`config.mk`:
```
export PLATFORM = sky130hd
export DESIGN_NAME = traffic_phase_ctrl
export DESIGN_NICKNAME = d
export VERILOG_FILES = /design/src/rtl/traffic_phase_ctrl.sv
export SDC_FILE = /design/constraint.sdc
export NUM_CORES = 1
export LEC_CHECK = 0
export CAP_MARGIN = 15
export CORE_MARGIN = 5
export CORE_UTILIZATION = 40
export CTS_BUF_LIST = sky130_fd_sc_hd__clkbuf_8
export CTS_CLUSTER_DIAMETER = 60
export DETAILED_ROUTE_END_ITERATION = 6
export PLACE_DENSITY = 0.7
export REMOVE_ABC_BUFFERS = 1
export SLEW_MARGIN = 10
export SYNTH_ARGS = -nofsm -noshare
export SYNTH_HDL_FRONTEND = slang
export SYNTH_SLANG_ARGS = --single-unit
```
`constraint.sdc`:
```
create_clock -name CP -period 2.2 [get_ports CP]
set_input_delay 0.44 -clock CP [delete_from_list [all_inputs] [get_ports CP]]
set_output_delay 0.44 -clock CP [all_outputs]
set_load 0.01 [all_outputs]
```
`src/rtl/traffic_phase_ctrl.sv`:
```
// Six-phase two-road traffic light sequencer driving an external 4-bit down counter
// as its phase timer, with emergency all-red override and counter fault detection.
module traffic_phase_ctrl #(
    parameter int T_NSG = 9,
    parameter int T_NSY = 2,
    parameter int T_AR  = 1,
    parameter int T_EWG = 9,
    parameter int T_EWY = 2
) (
    input  logic       CP,
    input  logic       _CLR,
    input  logic       _EMG,
    input  logic [3:0] Q,
    input  logic       _Qcc,
    output logic       _LD,
    output logic       M,
    output logic [3:0] DIN,
    output logic [2:0] NS_RYG,
    output logic [2:0] EW_RYG,
    output logic [2:0] PHASE,
    output logic       FAULT
);

    // Handshake with the counter: _LD low for one CP cycle loads DIN asynchronously;
    // the counter decrements on every CP edge that sees _LD high.
    typedef enum logic [2:0] {
        ST_START = 3'd0,
        ST_NSG   = 3'd1,
        ST_NSY   = 3'd2,
        ST_AR1   = 3'd3,
        ST_EWG   = 3'd4,
        ST_EWY   = 3'd5,
        ST_AR2   = 3'd6,
        ST_EMG   = 3'd7
    } state_t;

    localparam logic [3:0] D_NSG = 4'(T_NSG);
    localparam logic [3:0] D_NSY = 4'(T_NSY);
    localparam logic [3:0] D_AR  = 4'(T_AR);
    localparam logic [3:0] D_EWG = 4'(T_EWG);
    localparam logic [3:0] D_EWY = 4'(T_EWY);

    state_t     state;
    state_t     state_nxt;
    logic       ld_nxt;
    logic [3:0] din_nxt;
    logic       fault_nxt;
    logic       counting;
    logic       bad;

    function automatic logic [3:0] dur(input state_t s);
        case (s)
            ST_NSG:          return D_NSG;
            ST_NSY:          return D_NSY;
            ST_AR1, ST_AR2:  return D_AR;
            ST_EWG:          return D_EWG;
            ST_EWY:          return D_EWY;
            default:         return 4'd0;
        endcase
    endfunction

    function automatic state_t succ(input state_t s);
        case (s)
            ST_NSG:  return ST_NSY;
            ST_NSY:  return ST_AR1;
            ST_AR1:  return ST_EWG;
            ST_EWG:  return ST_EWY;
            ST_EWY:  return ST_AR2;
            default: return ST_NSG;
        endcase
    endfunction

    // {ns, ew} lamp patterns, each {red, yellow, green}
    function automatic logic [5:0] lamps(input state_t s);
        case (s)
            ST_NSG:  return {3'b001, 3'b100};
            ST_NSY:  return {3'b010, 3'b100};
            ST_EWG:  return {3'b100, 3'b001};
            ST_EWY:  return {3'b100, 3'b010};
            default: return {3'b100, 3'b100};
        endcase
    endfunction

    always_comb begin
        state_nxt = state;
        ld_nxt    = 1'b1;
        din_nxt   = DIN;
        fault_nxt = FAULT;
        counting  = (state != ST_START) && (state != ST_EMG) && _LD;
        bad       = counting && ((Q > dur(state)) || !_Qcc);
        if (bad) fault_nxt = 1'b1;

        if (!_EMG) begin
            // Holding _LD low keeps the counter frozen at T_AR for the whole override.
            state_nxt = ST_EMG;
            ld_nxt    = 1'b0;
            din_nxt   = D_AR;
        end else if (state == ST_EMG || (counting && bad)) begin
            state_nxt = ST_AR2;
            ld_nxt    = 1'b0;
            din_nxt   = D_AR;
        end else if (state == ST_START) begin
            state_nxt = ST_NSG;
            ld_nxt    = 1'b0;
            din_nxt   = D_NSG;
        end else if (counting && Q == 4'd0) begin
            state_nxt = succ(state);
            ld_nxt    = 1'b0;
            din_nxt   = dur(succ(state));
        end
    end

    always_ff @(posedge CP or negedge _CLR) begin
        if (!_CLR) begin
            state  <= ST_START;
            _LD    <= 1'b1;
            DIN    <= 4'd0;
            FAULT  <= 1'b0;
            NS_RYG <= 3'b100;
            EW_RYG <= 3'b100;
        end else begin
            state            <= state_nxt;
            _LD              <= ld_nxt;
            DIN              <= din_nxt;
            FAULT            <= fault_nxt;
            {NS_RYG, EW_RYG} <= lamps(state_nxt);
        end
    end

    assign PHASE = state;
    assign M     = 1'b0;

endmodule
```
==> results_tabular.tex, run 1 <==
\begin{tabular}{lr}
\hline
Metric & Value \\
\hline
\multicolumn{2}{l}{\textbf{Synthesis}} \\
\quad Post-Syn Instances & 104 \\
\quad Synth top area cells & dfrtp\_1, dfstp\_2, nand2\_1 \\
\quad Number of distinct library cells after synthesis & 46 \\
\quad Syn\_area\_per\_cell & 9.28 um\^{}2 \\
\quad Post-Synthesis Cell Area & 965 um\^{}2 \\
\quad Proportion of synthesized chip area in sequential cells & 0.367 \\
\quad Proportion of netlist area held by the largest area contributor & 0.285 \\
\quad Number of flip-flops and latches in the synthesized netlist & 14 \\
\quad YS warnings & 0 \\
\quad Cell taking the most area after synthesis & dfrtp\_1 \\
\multicolumn{2}{l}{\textbf{Timing}} \\
\quad Pins over their slew limit & 0 \\
\quad Post-Route Skew & 1.42 ps \\
\quad Hold Fails Final Rpt & 0 \\
\quad Final worst-path cycle share & 0.974 \\
\quad Transition at the pin with the smallest max-transition slack & 608 ps \\
\quad Max\_slew headroom & 0.594 \\
\quad Maximum clock frequency & 467 MHz \\
\quad Final Setup Violations & 0 \\
\quad Minimum clock period after layout & 2140 ps \\
\quad Setup TNS after final layout & 0 ps \\
\multicolumn{2}{l}{\textbf{Critical path}} \\
\quad Data arrival time of the critical path & 2320 ps \\
\quad Critical path launch point type & primary input \\
\quad Critical path fanouts, max & 5 \\
\quad Critical path endpoint category & flip-flop \\
\quad WP buf/inv & 3 \\
\quad Req. time, crit path & 2370 ps \\
\quad Delay of the slowest cell on the worst path & 530 ps \\
\quad Family with the most delay on the worst path & buffers and inverters \\
\quad Cell type of the slowest stage on the worst timing path & clkdlybuf4s50\_1 \\
\quad Worst setup path class & in2reg \\
\quad Cells along the critical path & clkdlybuf4s50\_1 -> inv\_1 -> ha\_1 -> and4b\_1 -> o21ai\_0 -> buf\_4 -> a31oi\_4 -> nand2b\_4 -> or2\_1 \\
\multicolumn{2}{l}{\textbf{Detailed routing}} \\
\quad Number of optimization iterations in the first detailed-route pass & 6 \\
\quad Routed vias/inst & 5.38 \\
\quad ANT nets after route & 0 \\
\quad Vias & 904 \\
\quad Aggregate routed wire length & 2530 um \\
\quad Initial DRC count & 29 \\
\quad DRC Markers & 0 \\
\quad Average routed wire per standard cell & 15.0 um \\
\multicolumn{2}{l}{\textbf{GRT}} \\
\quad Vias in the first global route & 856 \\
\quad Total routing resource utilization after global routing & 0.155 \\
\quad First-pass GRT wire length & 4100 um \\
\quad Remaining global-route overflow & 0 \\
\quad Antenna violations before repair & 0 \\
\quad Pin count of the biggest net entering global routing & 18 \\
\multicolumn{2}{l}{\textbf{Clock tree}} \\
\quad Inserted Clock Buffers & 3 \\
\quad Sinks on Clock Net & 14 \\
\quad Clock root buffer & clkbuf\_8 \\
\quad Clock tree from TritonCTS & yes \\
\quad CTS Buffer Depth & 2 \\
\quad Post-CTS Hold Buffers & 0 \\
\quad Clock slew seen by the registers of the worst setup and hold paths & 60 ps \\
\quad Later-pin clock latency in the skew report & 250 ps \\
\quad Htree depth & 1 \\
\multicolumn{2}{l}{\textbf{Final layout}} \\
\quad Multi-input combinational cell area & 586 um\^{}2 \\
\quad Share of final-layout standard cells stronger than drive strength 1 & 0.257 \\
\quad Most common library cell in the layout ignoring fill and taps & clkdlybuf4s50\_1 \\
\quad Fillers & 196 \\
\quad Post-Route Utilization & 0.613 \\
\quad Commonest cells after routing, fill and taps aside & clkdlybuf4s50\_1, buf\_4, nand2\_1 \\
\quad FF+latch area & 357 um\^{}2 \\
\quad Relative area change from synthesis to final layout & 43.2\% \\
\quad Net count of the finished layout & 153 \\
\quad Antenna diodes & 0 \\
\multicolumn{2}{l}{\textbf{Die}} \\
\quad Height of the die & 59.1 um \\
\quad Boundary Pins & 24 \\
\quad Placement Rows & 17 \\
\quad Die Wd & 59.1 um \\
\quad Total core area & 2250 um\^{}2 \\
\quad Initial core utilization & 0.428 \\
\quad Total die area & 3490 um\^{}2 \\
\multicolumn{2}{l}{\textbf{Power}} \\
\quad Worst supply voltage drop on vdd & 0.562 mV \\
\quad Power density of the placed cells & 451 nW/um\^{}2 \\
\quad Leakage & 0.591 nW \\
\quad Overall power of the completed layout & 0.623 mW \\
\multicolumn{2}{l}{\textbf{Run}} \\
\quad Count of max-cap constraint violations & 0 \\
\multicolumn{2}{l}{\textbf{Worst hold path}} \\
\quad Type of the worst min-delay path & reg2reg \\
\multicolumn{2}{l}{\textbf{Place}} \\
\quad RePlAce Congestion & 0.830 \\
\quad Post-detail-place hpwl & 1790 um \\
\quad Count of input and output buffers & 21 \\
\multicolumn{2}{l}{\textbf{Outcome}} \\
\quad Run status & finished clean \\
\hline
\end{tabular}
cell usage after synthesis, drive strengths merged:
| cell | number |
|---|---|
| a211o | 1 |
| a211oi | 1 |
| a21oi | 5 |
| a22o | 1 |
| a2bb2oi | 1 |
| a31oi | 2 |
| a32o | 1 |
| a32oi | 1 |
| a41o | 1 |
| and2 | 2 |
| and4 | 1 |
| and4b | 1 |
| buf | 6 |
| clkbuf | 1 |
| conb | 1 |
| dfrtp | 11 |
| dfstp | 3 |
| ha | 4 |
| inv | 3 |
| mux2i | 2 |
| nand2 | 14 |
| nand2b | 3 |
| nand3 | 3 |
| nand3b | 1 |
| nand4 | 2 |
| nor2 | 8 |
| nor2b | 3 |
| nor3 | 1 |
| nor3b | 3 |
| nor4b | 1 |
| o2111a | 1 |
| o211a | 1 |
| o21ai | 6 |
| o311ai | 2 |
| or2 | 1 |
| or3 | 2 |
| xnor2 | 2 |
| xor2 | 1 |
cells by family after synthesis:
group                    Yosys count  share of synthesized area
XOR/XNOR                           3                     0.0272
AO/OA/AOI/OAI                     24                      0.191
other                              1                    0.00389
adder cells (fa/ha/maj)            4                     0.0519
buffers and inverters             10                     0.0609
multiplexers                       2                     0.0208
flip-flops                        14                      0.367
AND/OR/NAND/NOR                   46                      0.278
registers in the layout, summed over array words and instances (netlist names):
signal  count
DIN         3
_LD         1
PHASE       3
FAULT       1
EW_RYG      3
NS_RYG      3
report_power, final:
group / total [mW] / internal [mW] / switching, mW
logic: 0.0994 / 0.0504 / 0.0490
registers: 0.268 / 0.263 / 0.00485
clock network: 0.255 / 0.159 / 0.0968
cell type report:
| cell class | instances | share of cell area |
|---|---|---|
| inverter | 3 | 0.00815 |
| timing repair buffer | 38 | 0.245 |
| tap | 28 | 0.0254 |
| sequential | 14 | 0.258 |
| multi-input combinational | 81 | 0.424 |
| clock buffer | 4 | 0.0399 |
final timing paths:
check | start | end | slack, ps | depth (start not counted)
max in group asynchronous | _CLR | PHASE[1] | 1200 | 1
worst max register to register | PHASE[2] | EW_RYG[2] | 60 | 10
worst min register to register | FAULT | FAULT | 500 | 1
worst min-delay path | FAULT | FAULT | 500 | 1
worst max-delay path | Q[0] | EW_RYG[2] | 60 | 9
min in group asynchronous | _CLR | NS_RYG[1] | 570 | 1
metal layers:
layer / up-vias / wire length, um / part of all wire / track usage
li1: 442 / - / - / -
met1: 440 / 1190 / 0.47 / 0.202
met2: 22 / 1230 / 0.49 / 0.243
met3: 0 / 113 / 0.045 / 0.0436
met4: 0 / 0 / 0 / 0.0583
met5: - / 0 / 0 / 0
per-stage QoR:
| stage | instances | area (um^2) | setup WS, ps | hold WS, ps |
|---|---|---|---|---|
| floorplan | 98 | 921 | -122 | 144 |
| global placement | 160 | 1260 | -138 | 460 |
| detailed placement | 160 | 1260 | -159 | 468 |
| CTS | 164 | 1320 | 17.5 | 499 |
| global route | 168 | 1380 | -51.1 | 532 |
| finish | 168 | 1380 | 56.8 | 499 |
what timing repair did:
item,in CTS,in global routing
setup buffers,0,4
gates resized for setup,0,8
setup endpoints to repair,0,11
Power figures use the tool's default switching activity.
==> inputs of run 2 (changes only) <==
Settings changed: CTS_CLUSTER_SIZE set to 24, PLACE_DENSITY 0.7 to 0.67.
Clock period 2.2 ns to 2.1 ns, I/O delays scaled along.
==> run 2 against run 1 <==
Against the previous run:
- cell area is 6.9% higher
- register-to-register slack barely moved
- critical path depth shrank 1
- sequential power up 5%
==> results_tabular.tex, run 2 (synthesized netlist as in run 1, its figures left out) <==
\begin{tabular}{lr}
\hline
Metric & Value \\
\hline
\multicolumn{2}{l}{\textbf{Outcome}} \\
\quad Run status & finished clean \\
\multicolumn{2}{l}{\textbf{Die}} \\
\quad Initial core utilization & 0.428 (unchanged) \\
\quad Total die area & 3490 um\^{}2 (unchanged) \\
\quad Boundary Pins & 24 (unchanged) \\
\quad Height of the die & 59.1 um (unchanged) \\
\quad Die Wd & 59.1 um (unchanged) \\
\quad Total core area & 2250 um\^{}2 (unchanged) \\
\quad Placement Rows & 17 (unchanged) \\
\multicolumn{2}{l}{\textbf{Worst hold path}} \\
\quad Number of cells on the worst hold path & 1 (unchanged) \\
\quad Worst Min Path Start & FAULT \\
\quad Endpoint of the worst hold path & FAULT \\
\quad Type of the worst min-delay path & reg2reg \\
\multicolumn{2}{l}{\textbf{Place}} \\
\quad RePlAce Congestion & 0.794 (-4.3\%) \\
\quad Post-detail-place hpwl & 1790 um (-0.28\%) \\
\quad Post-place instance area & 1290 um\^{}2 (+2.4\%) \\
\quad Count of input and output buffers & 21 (unchanged) \\
\multicolumn{2}{l}{\textbf{Clock tree}} \\
\quad Inserted Clock Buffers & 3 (unchanged) \\
\quad Sinks on Clock Net & 14 (unchanged) \\
\quad Clock root buffer & clkbuf\_8 \\
\quad CTS Buffer Depth & 2 (unchanged) \\
\quad Htree depth & 1 (unchanged) \\
\quad Clock tree from TritonCTS & yes \\
\quad Later-pin clock latency in the skew report & 240 ps (about the same) \\
\quad Clock slew seen by the registers of the worst setup and hold paths & 50 ps (about the same) \\
\multicolumn{2}{l}{\textbf{Timing}} \\
\quad Transition at the pin with the smallest max-transition slack & 601 ps (-6.81 ps) \\
\quad Max\_slew headroom & 0.598 (+0.00455) \\
\quad Final Setup Violations & 0 (unchanged) \\
\quad Setup TNS after final layout & 0 ps (unchanged) \\
\quad Post-Route Skew & 1.65 ps (+0.232 ps) \\
\quad Maximum clock frequency & 487 MHz \\
\quad Final worst-path cycle share & 0.978 \\
\quad Pins over their slew limit & 0 (unchanged) \\
\quad Minimum clock period after layout & 2050 ps \\
\quad Hold Fails Final Rpt & 0 (unchanged) \\
\multicolumn{2}{l}{\textbf{Power}} \\
\quad Power density of the placed cells & 441 nW/um\^{}2 (-2.2\%) \\
\quad Worst supply voltage drop on vdd & 0.555 mV (-1.1\%) \\
\quad Overall power of the completed layout & 0.651 mW (+4.6\%) \\
\quad Power Internal & 0.502 mW (+6.2\%) \\
\quad Combinational power share & 0.179 (+0.019) \\
\quad Leakage & 0.628 nW (+6.3\%) \\
\quad Net switching share of the total power & 0.230 (-0.0120) \\
\quad Switching component of the power & 0.150 mW (-0.61\%) \\
\quad Sequential Power Share & 0.431 (about the same) \\
\quad Clock share of power & 0.391 (-0.019) \\
\multicolumn{2}{l}{\textbf{Critical path}} \\
\quad Req. time, crit path & 2270 ps (-100 ps) \\
\quad Worst setup path class & reg2reg \\
\quad R2r worst-path depth & 8 (-2) \\
\quad Setup slack of the worst register-to-register path & 50 ps (about the same) \\
\quad Family with the most delay on the worst path & simple AND/OR/NAND/NOR gates \\
\quad WP buf/inv & 1 (-2) \\
\quad Launching point of the worst reg2reg path & PHASE[2] \\
\quad Cells along the critical path & xor2\_2 -> buf\_4 -> ha\_1 -> and4b\_1 -> o21ai\_4 -> a31oi\_4 -> nand2b\_4 -> or2\_1 \\
\quad Worst R2R End & EW\_RYG[2] \\
\quad Critical path fanouts, max & 5 (unchanged) \\
\quad Cell type of the slowest stage on the worst timing path & dfrtp\_2 \\
\quad Data arrival time of the critical path & 2220 ps (-100 ps) \\
\quad Critical path launch point type & flip-flop \\
\quad Delay of the slowest cell on the worst path & 440 ps (-90 ps) \\
\quad Critical path endpoint category & flip-flop \\
\multicolumn{2}{l}{\textbf{GRT}} \\
\quad Antenna violations before repair & 0 (unchanged) \\
\quad Remaining global-route overflow & 0 (unchanged) \\
\quad Pin count of the biggest net entering global routing & 15 (-3) \\
\quad Total routing resource utilization after global routing & 0.144 (-0.0110) \\
\quad First-pass GRT wire length & 3900 um (-4.9\%) \\
\quad Vias in the first global route & 861 (+0.58\%) \\
\multicolumn{2}{l}{\textbf{Final layout}} \\
\quad Antenna diodes & 0 (unchanged) \\
\quad Relative area change from synthesis to final layout & 53.0\% \\
\quad Fillers & 182 (-7.1\%) \\
\quad Commonest cells after routing, fill and taps aside & clkdlybuf4s50\_1, buf\_4, nand2\_1 \\
\quad Share of final-layout standard cells stronger than drive strength 1 & 0.338 (+0.0809) \\
\quad Most common library cell in the layout ignoring fill and taps & clkdlybuf4s50\_1 \\
\quad Design Area, Final & 1480 um\^{}2 (+6.9\%) \\
\quad Net count of the finished layout & 155 (+1.3\%) \\
\multicolumn{2}{l}{\textbf{Detailed routing}} \\
\quad Number of optimization iterations in the first detailed-route pass & 4 (-2) \\
\quad Routed vias/inst & 5.26 (-2.2\%) \\
\quad Initial DRC count & 15 (-48\%) \\
\quad DRC Markers & 0 (unchanged) \\
\quad Aggregate routed wire length & 2490 um (-1.5\%) \\
\quad ANT nets after route & 0 (unchanged) \\
\quad Vias & 895 (-1.0\%) \\
\quad Average routed wire per standard cell & 14.6 um (-2.7\%) \\
\multicolumn{2}{l}{\textbf{Run}} \\
\quad Count of max-cap constraint violations & 0 (unchanged) \\
\hline
\end{tabular}
-- run 2: cell type report --
cell class	instances	area [um^2]	area share
inverters	3	11.3	0.00763
multi-input cells	81	651	0.441
clock buffers	4	55.1	0.0373
repair buffers	40	367	0.248
well taps	28	35.0	0.0237
flip-flops and latches	14	358	0.242
-- run 2: per-stage QoR --
stage                     utilization  hold WS (ps)  std cells  worst slack [ps]
after floorplan                     -           124         98              -222
after global placement          0.574           453        164              -222
after detailed placement        0.574           468        164              -267
after CTS                       0.607           481        169              18.3
after global routing            0.655           515        170             -27.6
final                           0.655           474        170              47.1
-- run 2: worst max path at each step --
| stage | startpoint | endpoint | slack (ps) | cells past startpoint |
|---|---|---|---|---|
| finish | PHASE[2] | EW_RYG[2] | 50 | 8 |
| global route | PHASE[2] | EW_RYG[2] | -30 | 8 |
| CTS | PHASE[0] | NS_RYG[0] | 20 | 10 |
| detailed placement | Q[3] | NS_RYG[0] | -270 | 7 |
| global placement | Q[0] | EW_RYG[0] | -220 | 9 |
| floorplan | PHASE[2] | NS_RYG[1] | -220 | 7 |
-- run 2: power by group through the flow --
stage / clock network [mW] / logic, mW / registers (mW)
6_report: 0.255 / 0.116 / 0.281
5_1_grt: 0.278 / 0.127 / 0.281
4_1_cts: 0.267 / 0.102 / 0.280
3_5_place_dp: 0 / 0.0960 / 0.284
3_3_place_gp: 0 / 0.0938 / 0.284
2_1_floorplan: 0 / 0.0391 / 0.289
-- run 2: layer usage --
layer  routed length, um  up-vias  track usage
li1                    -      446            -
met4                   0        0       0.0194
met2                1310       25        0.246
met3                 139        0       0.0479
met1                1040      424        0.180
met5                   0        -            0
-- run 2: repair_timing --
item                                    4_1_cts  5_1_grt
gates resized for setup                       3       21
hold buffers                                  0        0
endpoints found under the setup margin        5       12
pin swaps                                     1        7
buffers inserted                              1        2
==> inputs of run 3 (changes only) <==
Settings changed: ABC_CLOCK_PERIOD_IN_PS set to 2100, CORE_ASPECT_RATIO set to 0.9, CORE_UTILIZATION 40 to 50, PLACE_DENSITY 0.67 to 0.81.
==> run 3 against run 2 <==
Against the previous run:
- sequential cell count is the same
- critical path depth is the same
- cell count grew 2.4%
- global-route usage grew 3.7 points
- register-to-register slack lost 30 ps
- largest power group unchanged
- count of clock-buffer cells in the layout shrank 1
- non-clock buffer count grew 7
==> results_tabular.tex, run 3 (synthesized netlist as in run 1, its figures left out) <==
\begin{tabular}{lr}
\hline
Metric & Value \\
\hline
\multicolumn{2}{l}{\textbf{Die}} \\
\quad Placement Rows & 15 (-2) \\
\quad Initial core utilization & 0.514 (+0.0861) \\
\quad Height of the die & 51.7 um (-13\%) \\
\quad Boundary Pins & 24 (unchanged) \\
\quad Die Wd & 56.3 um (-4.8\%) \\
\quad Total die area & 2910 um\^{}2 (-17\%) \\
\quad Total core area & 1880 um\^{}2 (-17\%) \\
\multicolumn{2}{l}{\textbf{GRT}} \\
\quad Pin count of the biggest net entering global routing & 19 (+4) \\
\quad Total routing resource utilization after global routing & 0.181 (+0.0366) \\
\quad Vias in the first global route & 867 (+0.70\%) \\
\quad First-pass GRT wire length & 4090 um (+5.0\%) \\
\quad Remaining global-route overflow & 0 (unchanged) \\
\quad Antenna violations before repair & 0 (unchanged) \\
\multicolumn{2}{l}{\textbf{Critical path}} \\
\quad Launching point of the worst reg2reg path & PHASE[2] \\
\quad Critical path launch point type & flip-flop \\
\quad Critical path capture point & EW\_RYG[2] \\
\quad Data arrival time of the critical path & 2240 ps (+20 ps) \\
\quad Req. time, crit path & 2270 ps (about the same) \\
\quad Critical path endpoint category & flip-flop \\
\quad Worst R2R End & EW\_RYG[2] \\
\quad Launching instance or port of the critical path & PHASE[2] \\
\quad Cells along the critical path & xor2\_1 -> nand2\_1 -> ha\_4 -> nor4b\_2 -> o21ai\_2 -> a31oi\_4 -> nand2b\_4 -> or2\_1 \\
\quad Delay of the slowest cell on the worst path & 420 ps (-20 ps) \\
\quad Setup slack of the worst register-to-register path & 20 ps (-30 ps) \\
\quad Worst setup path class & reg2reg \\
\quad Cell type of the slowest stage on the worst timing path & dfrtp\_1 \\
\quad R2r worst-path depth & 8 (unchanged) \\
\quad Critical path fanouts, max & 6 (+1) \\
\multicolumn{2}{l}{\textbf{Clock tree}} \\
\quad Sinks on Clock Net & 14 (unchanged) \\
\quad Later-pin clock latency in the skew report & 250 ps (about the same) \\
\quad Htree depth & 1 (unchanged) \\
\quad Inserted Clock Buffers & 3 (unchanged) \\
\quad Clock slew seen by the registers of the worst setup and hold paths & 60 ps (about the same) \\
\quad CTS Buffer Depth & 2 (unchanged) \\
\quad Clock tree from TritonCTS & yes \\
\quad Clock root buffer & clkbuf\_8 \\
\multicolumn{2}{l}{\textbf{Final layout}} \\
\quad Post-Route Utilization & 0.782 (+0.127) \\
\quad Share of final-layout standard cells stronger than drive strength 1 & 0.315 (-0.0226) \\
\quad Design Area, Final & 1470 um\^{}2 (-0.59\%) \\
\quad FF+latch area & 354 um\^{}2 (-1.0\%) \\
\quad Fillers & 102 (-44\%) \\
\quad Multi-input combinational cell area & 618 um\^{}2 (-5.0\%) \\
\quad Antenna diodes & 0 (unchanged) \\
\quad Finished Layout Cells & 174 (+2.4\%) \\
\quad Relative area change from synthesis to final layout & 52.1\% \\
\quad Most common library cell in the layout ignoring fill and taps & buf\_4 \\
\quad Commonest cells after routing, fill and taps aside & buf\_4, clkdlybuf4s50\_1, nand2\_1 \\
\quad Net count of the finished layout & 162 (+4.5\%) \\
\multicolumn{2}{l}{\textbf{Power}} \\
\quad Worst supply voltage drop on vdd & 0.449 mV (-19\%) \\
\quad Leakage & 0.633 nW (+0.81\%) \\
\quad Power density of the placed cells & 427 nW/um\^{}2 (-3.3\%) \\
\multicolumn{2}{l}{\textbf{Detailed routing}} \\
\quad Number of optimization iterations in the first detailed-route pass & 4 (unchanged) \\
\quad Vias & 983 (+9.8\%) \\
\quad DRC Markers & 0 (unchanged) \\
\quad Average routed wire per standard cell & 15.9 um (+8.9\%) \\
\quad Routed vias/inst & 5.65 (+7.3\%) \\
\quad ANT nets after route & 0 (unchanged) \\
\quad Initial DRC count & 48 (+33) \\
\quad Aggregate routed wire length & 2770 um (+11\%) \\
\multicolumn{2}{l}{\textbf{Timing}} \\
\quad Maximum clock frequency & 481 MHz (-1.2\%) \\
\quad Final Setup Violations & 0 (unchanged) \\
\quad Max\_slew headroom & 0.604 (+0.00570) \\
\quad Post-Route Skew & 7.65 ps (+6.00 ps) \\
\quad Unrepaired setup endpoints after global routing & yes \\
\quad Minimum clock period after layout & 2080 ps (+25.2 ps) \\
\quad Hold Fails Final Rpt & 0 (unchanged) \\
\quad Transition at the pin with the smallest max-transition slack & 592 ps (-8.53 ps) \\
\quad Final worst-path cycle share & 0.990 (+0.0120) \\
\quad Pins over their slew limit & 0 (unchanged) \\
\multicolumn{2}{l}{\textbf{Worst hold path}} \\
\quad Worst Min Path Start & FAULT \\
\quad Type of the worst min-delay path & reg2reg \\
\multicolumn{2}{l}{\textbf{Place}} \\
\quad Count of placed standard cells including taps & 161 (-1.8\%) \\
\quad Post-place instance area & 1290 um\^{}2 (-0.29\%) \\
\quad Count of input and output buffers & 21 (unchanged) \\
\quad RePlAce Congestion & 0.859 (+8.2\%) \\
\quad Post-detail-place hpwl & 1740 um (-2.6\%) \\
\multicolumn{2}{l}{\textbf{Outcome}} \\
\quad Run status & finished clean \\
\multicolumn{2}{l}{\textbf{Run}} \\
\quad Count of max-cap constraint violations & 0 (unchanged) \\
\hline
\end{tabular}
## run 3: per-layer routing
metal | global-route usage | up-vias | wire length, um
met5 | 0 | - | 0
met2 | 0.302 | 48 | 1320
li1 | - | 465 | -
met4 | 0.0553 | 0 | 112
met1 | 0.227 | 459 | 1150
met3 | 0.0521 | 11 | 184
## run 3: layout make-up
class,count,share of cell area
tap,25,0.0213
timing repair buffer,47,0.278
multi-input combinational,81,0.421
sequential,14,0.241
clock buffer,3,0.0281
clock inverter,1,0.00256
inverter,3,0.00767
## run 3: worst max-delay path, delay by kind of cell (launching register included)
kind                       cells  cell delay (ps)
xor gates and xnor gates       1              200
adders and majority gates      1              180
and+or+nand+nor                4              760
AOI/OAI and AO/OA              2              430
DFF                            1              420
## run 3: through the flow
stage | worst slack (ps) | power (mW) | hold slack (ps) | setup TNS, ps
floorplan | -222 | 0.328 | 124 | -1610
global placement | -215 | 0.380 | 464 | -1500
detailed placement | -292 | 0.383 | 466 | -2370
CTS | -0.740 | 0.610 | 476 | -0.740
global route | -88.2 | 0.651 | 486 | -477
finish | 21.9 | 0.627 | 475 | 0
## run 3: timing repair
item,CTS,global route
pin swaps,6,11
hold buffers,0,0
setup buffers,5,5
setup endpoints to repair,9,11
cloned,0,0
gates resized for setup,5,9
## run 3: power by group
group,total (mW),switching (mW),internal [mW],leakage [nW]
combinational,0.124,0.0589,0.0653,0.445
clock,0.222,0.0932,0.129,0.0269
sequential,0.280,0.00442,0.276,0.162
## run 3: worst min path at each step
stage	endpoint	cells after the start
CTS	FAULT	1
finish	FAULT	1
global route	FAULT	1
detailed placement	FAULT	1
floorplan	DIN[0]	0
global placement	FAULT	1
